==> config.mk <==
export PLATFORM = sky130hd
export DESIGN_NAME = rps_referee_flat
export DESIGN_NICKNAME = d
export VERILOG_FILES = /design/src/rtl/rps_referee_if.sv /design/src/rtl/rps_referee.sv /design/src/flat_wrapper.sv
export SDC_FILE = /design/constraint.sdc
export NUM_CORES = 1
export LEC_CHECK = 0
export ABC_AREA = 1
export BUFFER_PORTS_ARGS = -buffer_cell sky130_fd_sc_hd__buf_2
export CAP_MARGIN = 20
export CORE_ASPECT_RATIO = 1.4
export CORE_MARGIN = 1
export CORE_UTILIZATION = 40
export CTS_BUF_LIST = sky130_fd_sc_hd__clkbuf_8
export CTS_CLUSTER_SIZE = 20
export DETAILED_ROUTE_END_ITERATION = 6
export PLACE_DENSITY = 0.71
export SLEW_MARGIN = 20
export SYNTH_ARGS = -nofsm -noshare
export SYNTH_HDL_FRONTEND = slang
export SYNTH_SLANG_ARGS = --single-unit
==> constraint.sdc <==
create_clock -name clk -period 1.51 [get_ports clk]
set_input_delay 0.0755 -clock clk [delete_from_list [all_inputs] [get_ports clk]]
set_output_delay 0.0755 -clock clk [all_outputs]
set_load 0.02 [all_outputs]
==> src/rtl/rps_referee_if.sv <==
// ----------------------------------------------------------------------------
// rps_referee_if
//
// Purpose:
//   Groups the three valid/ready channels of the rock-paper-scissors referee:
//   one move channel per player and one round-result channel.
//
// Signals:
//   p1_valid / p1_move / p1_ready   player 1 move channel (move: 01 rock,
//                                   10 paper, 11 scissors, 00 illegal)
//   p2_valid / p2_move / p2_ready   player 2 move channel, same encoding
//   res_valid / res_winner / res_ready
//                                   round result channel (winner: 00 draw,
//                                   01 player 1, 10 player 2)
//
// Modports:
//   master  the environment: offers moves, consumes results
//   slave   the referee: accepts moves, produces results
// ----------------------------------------------------------------------------
interface rps_referee_if;
    logic       p1_valid;
    logic [1:0] p1_move;
    logic       p1_ready;
    logic       p2_valid;
    logic [1:0] p2_move;
    logic       p2_ready;
    logic       res_valid;
    logic [1:0] res_winner;
    logic       res_ready;

    modport master (
        output p1_valid, p1_move, p2_valid, p2_move, res_ready,
        input  p1_ready, p2_ready, res_valid, res_winner
    );

    modport slave (
        input  p1_valid, p1_move, p2_valid, p2_move, res_ready,
        output p1_ready, p2_ready, res_valid, res_winner
    );
endinterface

==> src/rtl/rps_referee.sv <==
// ----------------------------------------------------------------------------
// rps_referee
//
// Purpose:
//   Referee for a rock-paper-scissors match between two players. Each round
//   it collects one move per player, judges the round, reports the result
//   over a valid/ready handshake and keeps running scores. The match ends
//   when either player reaches WIN_COUNT round wins; the referee then holds
//   the final result until a synchronous clear starts a new match.
//
// Parameters:
//   WIN_COUNT  round wins needed to take the match (1 .. 2**SCORE_W-1)
//   SCORE_W    width of each score counter
//
// Ports:
//   clk           clock, rising edge
//   rst           asynchronous, active-high reset
//   clear         synchronous new-match request, highest priority
//   bus           rps_referee_if.slave: both move channels + result channel
//   p1_score      player 1 round wins this match
//   p2_score      player 2 round wins this match
//   match_over    a player has reached WIN_COUNT
//   match_winner  01 player 1, 10 player 2, 00 while the match is running
//   draw_count    (RPS_DRAW_COUNT_EN only) saturating count of drawn rounds
//
// Build option:
//   RPS_DRAW_COUNT_EN  when defined, adds the draw_count output and counter.
//
// Timing:
//   Last move accepted in cycle N -> JUDGE in N+1 -> res_valid high in N+2.
//   With res_ready already high the next move can be accepted in N+3.
// ----------------------------------------------------------------------------
module rps_referee #(
    parameter int WIN_COUNT = 3,
    parameter int SCORE_W   = 4
) (
    input  logic                clk,
    input  logic                rst,
    input  logic                clear,
    rps_referee_if.slave        bus,
    output logic [SCORE_W-1:0]  p1_score,
    output logic [SCORE_W-1:0]  p2_score,
    output logic                match_over,
    output logic [1:0]          match_winner
`ifdef RPS_DRAW_COUNT_EN
    ,
    output logic [SCORE_W-1:0]  draw_count
`endif
);

    // ------------------------------------------------------------------------
    // Elaboration-time parameter check
    // ------------------------------------------------------------------------
    if ((WIN_COUNT < 1) || (WIN_COUNT > (2 ** SCORE_W) - 1)) begin : g_win_count_check
        $error("rps_referee: WIN_COUNT must be in 1 .. 2**SCORE_W-1");
    end

    // ------------------------------------------------------------------------
    // Encodings
    // ------------------------------------------------------------------------
    localparam logic [1:0] MOVE_ILLEGAL  = 2'b00;
    localparam logic [1:0] MOVE_ROCK     = 2'b01;
    localparam logic [1:0] MOVE_PAPER    = 2'b10;
    localparam logic [1:0] MOVE_SCISSORS = 2'b11;

    localparam logic [1:0] RES_DRAW = 2'b00;
    localparam logic [1:0] RES_P1   = 2'b01;
    localparam logic [1:0] RES_P2   = 2'b10;

    localparam logic [SCORE_W-1:0] WIN_VAL = SCORE_W'(WIN_COUNT);

    typedef enum logic [1:0] {
        S_COLLECT = 2'd0,   // waiting for one or both moves
        S_JUDGE   = 2'd1,   // one cycle: decide round, bump score
        S_REPORT  = 2'd2,   // result offered until consumer takes it
        S_DONE    = 2'd3    // match decided, waiting for clear
    } state_t;

    // ------------------------------------------------------------------------
    // State
    // ------------------------------------------------------------------------
    state_t               state_q;
    logic                 p1_have_q;
    logic                 p2_have_q;
    logic [1:0]           p1_move_q;
    logic [1:0]           p2_move_q;
    logic [SCORE_W-1:0]   p1_score_q;
    logic [SCORE_W-1:0]   p2_score_q;
    logic                 res_valid_q;
    logic [1:0]           res_winner_q;
    logic                 match_over_q;
    logic [1:0]           match_winner_q;

    // ------------------------------------------------------------------------
    // Round judgement
    // A single illegal move forfeits the round to the opponent; two illegal
    // moves are treated like two equal moves (draw).
    // ------------------------------------------------------------------------
    function automatic logic [1:0] judge(input logic [1:0] a, input logic [1:0] b);
        logic [1:0] w;
        w = RES_DRAW;
        if ((a == MOVE_ILLEGAL) && (b == MOVE_ILLEGAL)) begin
            w = RES_DRAW;
        end else if (a == MOVE_ILLEGAL) begin
            w = RES_P2;
        end else if (b == MOVE_ILLEGAL) begin
            w = RES_P1;
        end else if (a == b) begin
            w = RES_DRAW;
        end else if (((a == MOVE_PAPER)    && (b == MOVE_ROCK))     ||
                     ((a == MOVE_ROCK)     && (b == MOVE_SCISSORS)) ||
                     ((a == MOVE_SCISSORS) && (b == MOVE_PAPER))) begin
            w = RES_P1;
        end else begin
            w = RES_P2;
        end
        return w;
    endfunction

    logic [1:0]         round_winner;
    logic [SCORE_W-1:0] p1_score_d;
    logic [SCORE_W-1:0] p2_score_d;

    assign round_winner = judge(p1_move_q, p2_move_q);

    // Scores can only be incremented in JUDGE, and JUDGE is never reached
    // once a score equals WIN_VAL, so the +1 can never wrap.
    // NOTE: every output of an always_comb gets a default first, so no path
    // leaves it unassigned and no latch is inferred.
    always_comb begin
        p1_score_d = p1_score_q;
        p2_score_d = p2_score_q;
        if (round_winner == RES_P1) begin
            p1_score_d = p1_score_q + 1'b1;
        end else if (round_winner == RES_P2) begin
            p2_score_d = p2_score_q + 1'b1;
        end
    end

    // ------------------------------------------------------------------------
    // Move acceptance
    // Readys are held low during reset and during a clear cycle so a move
    // offered then is never silently consumed.
    // ------------------------------------------------------------------------
    logic collect_open;
    logic p1_take;
    logic p2_take;

    assign collect_open = (state_q == S_COLLECT) && !clear && !rst;
    assign bus.p1_ready = collect_open && !p1_have_q;
    assign bus.p2_ready = collect_open && !p2_have_q;
    assign p1_take      = bus.p1_valid && bus.p1_ready;
    assign p2_take      = bus.p2_valid && bus.p2_ready;

    // ------------------------------------------------------------------------
    // Main FSM with registered result / match outputs
    // NOTE: sequential state is written with non-blocking assignments so all
    // registers update together from the values sampled at the clock edge.
    // ------------------------------------------------------------------------
    always_ff @(posedge clk or posedge rst) begin
        if (rst) begin
            state_q        <= S_COLLECT;
            p1_have_q      <= 1'b0;
            p2_have_q      <= 1'b0;
            p1_move_q      <= MOVE_ILLEGAL;
            p2_move_q      <= MOVE_ILLEGAL;
            p1_score_q     <= '0;
            p2_score_q     <= '0;
            res_valid_q    <= 1'b0;
            res_winner_q   <= RES_DRAW;
            match_over_q   <= 1'b0;
            match_winner_q <= RES_DRAW;
        end else if (clear) begin
            state_q        <= S_COLLECT;
            p1_have_q      <= 1'b0;
            p2_have_q      <= 1'b0;
            p1_move_q      <= MOVE_ILLEGAL;
            p2_move_q      <= MOVE_ILLEGAL;
            p1_score_q     <= '0;
            p2_score_q     <= '0;
            res_valid_q    <= 1'b0;
            res_winner_q   <= RES_DRAW;
            match_over_q   <= 1'b0;
            match_winner_q <= RES_DRAW;
        end else begin
            case (state_q)
                S_COLLECT: begin
                    if (p1_take) begin
                        p1_move_q <= bus.p1_move;
                        p1_have_q <= 1'b1;
                    end
                    if (p2_take) begin
                        p2_move_q <= bus.p2_move;
                        p2_have_q <= 1'b1;
                    end
                    // Covers both players arriving together as well as the
                    // second of a staggered pair.
                    if ((p1_have_q || p1_take) && (p2_have_q || p2_take)) begin
                        state_q <= S_JUDGE;
                    end
                end

                S_JUDGE: begin
                    p1_score_q   <= p1_score_d;
                    p2_score_q   <= p2_score_d;
                    res_winner_q <= round_winner;
                    res_valid_q  <= 1'b1;
                    state_q      <= S_REPORT;
                end

                S_REPORT: begin
                    if (bus.res_ready) begin
                        res_valid_q <= 1'b0;
                        p1_have_q   <= 1'b0;
                        p2_have_q   <= 1'b0;
                        if ((p1_score_q == WIN_VAL) || (p2_score_q == WIN_VAL)) begin
                            match_over_q   <= 1'b1;
                            match_winner_q <= (p1_score_q == WIN_VAL) ? RES_P1 : RES_P2;
                            state_q        <= S_DONE;
                        end else begin
                            state_q <= S_COLLECT;
                        end
                    end
                end

                S_DONE: begin
                    // Everything frozen until clear or reset.
                    state_q <= S_DONE;
                end

                default: begin
                    state_q <= S_COLLECT;
                end
            endcase
        end
    end

    // ------------------------------------------------------------------------
    // Optional draw counter
    // Only JUDGE can bump it, so it is naturally frozen in DONE.
    // ------------------------------------------------------------------------
`ifdef RPS_DRAW_COUNT_EN
    logic [SCORE_W-1:0] draw_count_q;

    always_ff @(posedge clk or posedge rst) begin
        if (rst) begin
            draw_count_q <= '0;
        end else if (clear) begin
            draw_count_q <= '0;
        end else if ((state_q == S_JUDGE) && (round_winner == RES_DRAW) &&
                     (draw_count_q != '1)) begin
            draw_count_q <= draw_count_q + 1'b1;
        end
    end

    assign draw_count = draw_count_q;
`endif

    // ------------------------------------------------------------------------
    // Outputs
    // ------------------------------------------------------------------------
    assign bus.res_valid  = res_valid_q;
    assign bus.res_winner = res_winner_q;
    assign p1_score       = p1_score_q;
    assign p2_score       = p2_score_q;
    assign match_over     = match_over_q;
    assign match_winner   = match_winner_q;

endmodule
==> src/flat_wrapper.sv <==
// flat-port wrapper written by rule: the top's interface ports become plain ports
module rps_referee_flat 
#(
    parameter int WIN_COUNT = 3,
    parameter int SCORE_W   = 4
)
  (clk, rst, clear, p1_score, p2_score, match_over, match_winner, bus_p1_valid, bus_p1_move, bus_p2_valid, bus_p2_move, bus_res_ready, bus_p1_ready, bus_p2_ready, bus_res_valid, bus_res_winner);
  rps_referee_if bus_i ();
  input  logic clk;
  input  logic rst;
  input  logic clear;
  output logic [SCORE_W-1:0] p1_score;
  output logic [SCORE_W-1:0] p2_score;
  output logic match_over;
  output logic [1:0] match_winner;
  input wire logic [$bits(bus_i.p1_valid)-1:0] bus_p1_valid;
  input wire logic [$bits(bus_i.p1_move)-1:0] bus_p1_move;
  input wire logic [$bits(bus_i.p2_valid)-1:0] bus_p2_valid;
  input wire logic [$bits(bus_i.p2_move)-1:0] bus_p2_move;
  input wire logic [$bits(bus_i.res_ready)-1:0] bus_res_ready;
  output wire logic [$bits(bus_i.p1_ready)-1:0] bus_p1_ready;
  output wire logic [$bits(bus_i.p2_ready)-1:0] bus_p2_ready;
  output wire logic [$bits(bus_i.res_valid)-1:0] bus_res_valid;
  output wire logic [$bits(bus_i.res_winner)-1:0] bus_res_winner;
  assign bus_i.p1_valid = bus_p1_valid;
  assign bus_i.p1_move = bus_p1_move;
  assign bus_i.p2_valid = bus_p2_valid;
  assign bus_i.p2_move = bus_p2_move;
  assign bus_i.res_ready = bus_res_ready;
  assign bus_p1_ready = bus_i.p1_ready;
  assign bus_p2_ready = bus_i.p2_ready;
  assign bus_res_valid = bus_i.res_valid;
  assign bus_res_winner = bus_i.res_winner;
  rps_referee #(.WIN_COUNT(WIN_COUNT), .SCORE_W(SCORE_W)) u_core (.clk(clk), .rst(rst), .clear(clear), .bus(bus_i), .p1_score(p1_score), .p2_score(p2_score), .match_over(match_over), .match_winner(match_winner));
endmodule
# --- Yosys cells after proc, flatten, opt, wreduce, memory -nomap -nowiden ---
# Index checks and enable logic that the tools add are counted.
word_totals:
  register_bits: 22
  input_bits: 10
classes:
  add_sub_neg: 2
  n_eq_ne: 19
  n_mux: 43
  n_reduce_logical: 43
ops:
  columns: ["cell", "count"]
  rows:
  - ["two-way mux 2 bit", 22]
  - ["two-way mux 4 bit", 7]
  - ["nonzero test 2 bit", 9]
  - ["== test 2 bit, second input constant", 7]
  - ["AND reduction 3 bit", 4]
  - ["logical AND 1 bit", 11]
  - ["two-way mux 1 bit", 10]
  - ["AND reduction 2 bit", 5]
  - ["adder 4 x 1 -> 4 bit, second input constant", 2]
  - ["== test 2 x 1 -> 1 bit, second input constant", 4]
  - ["== test 4 x 2 -> 1 bit, second input constant", 2]
  - ["case mux 2 bit (4 select lines)", 1]
  - ["logical NOT 2 bit", 3]
  - ["!= test 3 x 2 -> 1 bit, second input constant", 2]
  - ["!= test 3 bit, second input constant", 2]
  - ["case mux 1 bit (2 select lines)", 3]
  - ["nonzero test 3 bit", 2]
  - ["logical OR 1 bit", 5]
  - ["logical NOT 1 bit", 4]
  - ["== test 2 bit", 1]
  - ["!= test 2 bit, second input constant", 1]

# --- Logic depth before layout (Yosys ltp) ---
depth:
  depth_word: 14
  mapped_depth: 10
  mapped_depth_nobuf: 10

# --- Worst setup path before layout ---
# No wires, ideal clock.
synth_timing:
  kind: "in2reg"
  startpoint: "in rst"
  endpoint: "reg u_core.p1_have_q"
  setup_ns: 0.117
  arrival_ns: 1.196
  slack_ns: 0.198
  path_stages: 8
  n_path_buf: 0
  path_cell_list: "inv_1 -> nand2_4 -> nor2_4 -> nand2_2 -> nand2_1 -> nand2_1 -> nand2_1 -> nand2_1"
synth_via:
  elab_chain_len: 6
synth_lines:
  columns: ["item", "line_no", "rtl"]
  rows:
  - ["from (decl)", "flat_wrapper.sv:10", "input logic rst;"]
  - ["logical NOT 1 bit", "rps_referee.sv:149", "assign collect_open = (state_q == S_COLLECT) && !clear && !rst;"]
  - ["logical AND 1 bit", "rps_referee.sv:149", null]
  - ["logical AND 1 bit", "rps_referee.sv:150", "assign bus.p1_ready = collect_open && !p1_have_q;"]
  - ["net bus_p1_ready", "flat_wrapper.sv:21", "output wire logic [$bits(bus_i.p1_ready)-1:0] bus_p1_ready;"]
  - ["logical AND 1 bit", "rps_referee.sv:152", "assign p1_take = bus.p1_valid && bus.p1_ready;"]
  - ["!= test 3 x 2 -> 1 bit (no source line)", null, null]
  - ["AND reduction 3 bit (no source line)", null, null]
  - ["to (signal assigned)", "rps_referee.sv:163", "p1_have_q <= 1'b0;"]
  - ["to (signal assigned)", "rps_referee.sv:175", "p1_have_q <= 1'b0;"]
  - ["to (signal assigned)", "rps_referee.sv:190", "p1_have_q <= 1'b1;"]
  - ["to (decl)", "rps_referee.sv:83", "logic p1_have_q;"]
# The timed path passes the listed nets, and every way through them passes these cells.
# A chain may end at the register's enable or synchronous reset.

# --- Final worst setup path ---
layout_timing:
  startpoint: "reg u_core.state_q[0]"
  endpoint: "out bus_p1_ready"
layout_via:
  elab_chain_len: 4
layout_lines:
  columns: ["item", "line_no", "rtl"]
  rows:
  - ["from (decl)", "rps_referee.sv:82", "state_t state_q;"]
  - ["from (signal assigned)", "rps_referee.sv:162", "state_q <= S_COLLECT;"]
  - ["from (signal assigned)", "rps_referee.sv:174", "state_q <= S_COLLECT;"]
  - ["from (signal assigned)", "rps_referee.sv:199", "state_q <= S_JUDGE;"]
  - ["logical NOT 2 bit", "rps_referee.sv:149", null]
  - ["logical AND 1 bit (2 in a row)", "rps_referee.sv:149", null]
  - ["logical AND 1 bit", "rps_referee.sv:150", null]
  - ["to (decl)", "flat_wrapper.sv:21", null]
# No other way between the ends.

==> summary.txt <==
Status
  • Status: complete, no violations

GRT
  • Number of global-route vias before repair: 1064
  • Overflow after GRT: 0
  • Maximum number of pins on one net before global-route repair: 23
  • Initial antenna violation count: 0
  • First-pass GRT wire length: 4400 um
  • GR Util All Layers: 17.4%

Critical path
  • Worst-path fanout max: 5
  • CP Data Required Time: 1430 ps
  • Crit. End Element: output port
  • CP startpoint kind: flip-flop
  • Worst EP arrival: 1350 ps
  • Setup CP Type: flip-flop to output port

Layout
  • Commonest non-fill, non-tap cells in the layout: nand2_1, nand3_1, buf_2
  • Fin cells: 218
  • Most common cell after layout, fill and taps aside: nand2_1
  • Syn-to-layout area delta: 18.8%
  • Antenna Cells: 0
  • Layout Nets: 194
  • Share of cells above drive strength 1: 26.5%
  • Final instance area: 1490 um2

Route
  • Met3 wire length: 79 um
  • DR iter-0 viols: 30
  • Top sig layer: met4
  • Drt pass-1 iters: 4
  • Metal1 wirelength: 1130 um
  • Residual DRC: 0
  • Via count: 1105
  • Met2 wire length: 1420 um
  • Mean number of vias per cell: 5.07
  • Antenna Nets Post-Route: 0
  • Routed WL: 2690 um
  • Drt wl/cell: 12.3 um

Yosys
  • Most used DFF post-synth: dfrtp_1
  • Async set-or-reset flop fraction in the synthesized netlist: 100%
  • Synth top area share: 43.8%
  • Yosys warning count: 0
  • FF+latch count, synth: 22
  • Avg Cell Area, Syn: 8.22 um2
  • Synth Instances: 153
  • Unique cell type count in the Yosys netlist: 30
  • Post-synth EDFFs: 0
  • Largest area contributor in the netlist: dfrtp_1
  • Sequential share of the synthesized area: 43.8%
  • Synthesized Nets: 165
  • Synth area leaders: dfrtp_1, nand2_1, nand3_1, inv_1, o21ai_1
  • Post-Syn Area: 1260 um2

Floorplanning
  • Die width: 49.4 um
  • Initial Util: 42.8%
  • # rows: 23
  • Die span in y: 68.3 um
  • Core footprint: 2940 um2
  • Top Ports: 26
  • Total die area: 3370 um2

Placed design
  • HPWL after DPL: 2060 um
  • Port-buffer cells: 25
  • Gpl congestion: 0.802
  • DP Cell Count: 213
  • Post-DP Area: 1410 um2

STA
  • Max-slew violation count: 0
  • Skew final: 2.21 ps
  • Final setup violation count: 0
  • Worst Tran Pin Value: 345 ps
  • Min cycle time layout: 1430 ps
  • Final Cycle Share: 94.6%
  • Max_slew headroom: 77.0%
  • Final hold vios: 0
  • Final setup TNS: 0 ps
  • RSZ-0062 raised after global routing: no
  • Min Hold Slack: 50.4 ps
  • Fmax: 700 MHz

Pwr
  • Leak: 0.000821 uW
  • PD cells: 1340 nW/um2
  • Peak VDD IR: 798 uV

Clock network
  • H-tree depth: 1
  • Inserted Clock Buffers: 3
  • Worst-Skew Late Latency: 270 ps
  • Clock tree from TritonCTS: yes
  • Maximum buffer depth of the clock tree: 2
  • Clock sink count: 22
  • Post-CTS Setup Bufs: 0
  • Cts hold-fix bufs: 1
  • Post-CTS resize count: 0
  • Reg clk slew, reported paths: 80 ps
  • Root buf cell: clkbuf_8

Hold path
  • Min-delay worst type: primary input to flip-flop

Job
  • Max-Cap Viols: 0
-- routing by layer --
metal	up-vias	GRT usage (%)
met5	-	0
met4	0	10.0
met3	7	2.44
met2	19	32.7
met1	523	18.6
li1	556	-
-- state kept, by name, summed over array words and instances, names as in the netlist --
signal	flops
u_core.p2_have_q	1
u_core.match_over	1
u_core.p1_move_q	2
u_core.bus.res_winner	2
u_core.state_q	2
u_core.match_winner	2
u_core.bus.res_valid	1
u_core.p1_score	4
u_core.p2_score	4
u_core.p2_move_q	2
u_core.p1_have_q	1
-- metrics by stage --
stage	setup WS, ps	power, uW	utilization, %
after floorplan	198	1300	-
after global placement	253	1440	48.1
after detailed placement	217	1470	48.1
after CTS	70.5	2030	50.9
after global routing	10.5	2140	50.9
final	80.9	2000	50.9
-- final timing paths --
kind / startpoint / to / slack, ps / cells past startpoint
worst max-delay path: u_core.state_q[0] / bus_p1_ready / 80 / 6
worst min-delay path: bus_p2_move[1] / u_core.p2_move_q[1] / 50 / 3
worst max register to register: u_core.p1_move_q[1] / u_core.p2_score[3] / 180 / 8
worst min register to register: u_core.match_winner[0] / u_core.match_winner[0] / 520 / 2
max in group asynchronous: rst / u_core.p2_have_q / 790 / 4
min in group asynchronous: rst / u_core.p1_move_q[0] / 490 / 4
-- synth_stat cells (2+ instances only) --
library cell	count
inv_2	5
o21ai_1	7
o211ai_1	2
nand2_2	4
nand2_1	40
xor2_1	2
nor2_4	2
ha_1	2
nand3_1	25
nand2_4	2
nor2_1	8
dfrtp_1	22
nand4_1	2
inv_1	12
xnor2_1	3
-- cell families after synthesis --
family / synth area share, %
buffers and inverters: 6.96
adder cells (fa/ha/maj): 1.99
AO/OA/AOI/OAI: 5.97
XOR/XNOR: 3.48
flip-flops: 43.8
AND/OR/NAND/NOR: 37.8
-- critical path, stage by stage (launching register included) --
cell and delay [ps]:
dfrtp_1 410, inv_2 100, nand2_4 70, nor2_8 120
nand2_4 80, nor2_4 120, buf_2 180
-- layout make-up --
cell class	count	area, um2
fillers	296	1440
repair buffers	27	143
flip-flops and latches	22	551
inverters	17	63.8
clock inverters	1	30.0
multi-input cells	111	619
clock buffers	3	41.3
well taps	37	46.3
-- power breakdown --
part | internal [uW] | leakage (uW) | switching [uW] | total [uW]
registers | 681 | 0.000301 | 96.9 | 778
clock network | 354 | 0.0000357 | 198 | 553
logic | 233 | 0.000484 | 440 | 673
Note: power is estimated with default switching activity, not from simulation.
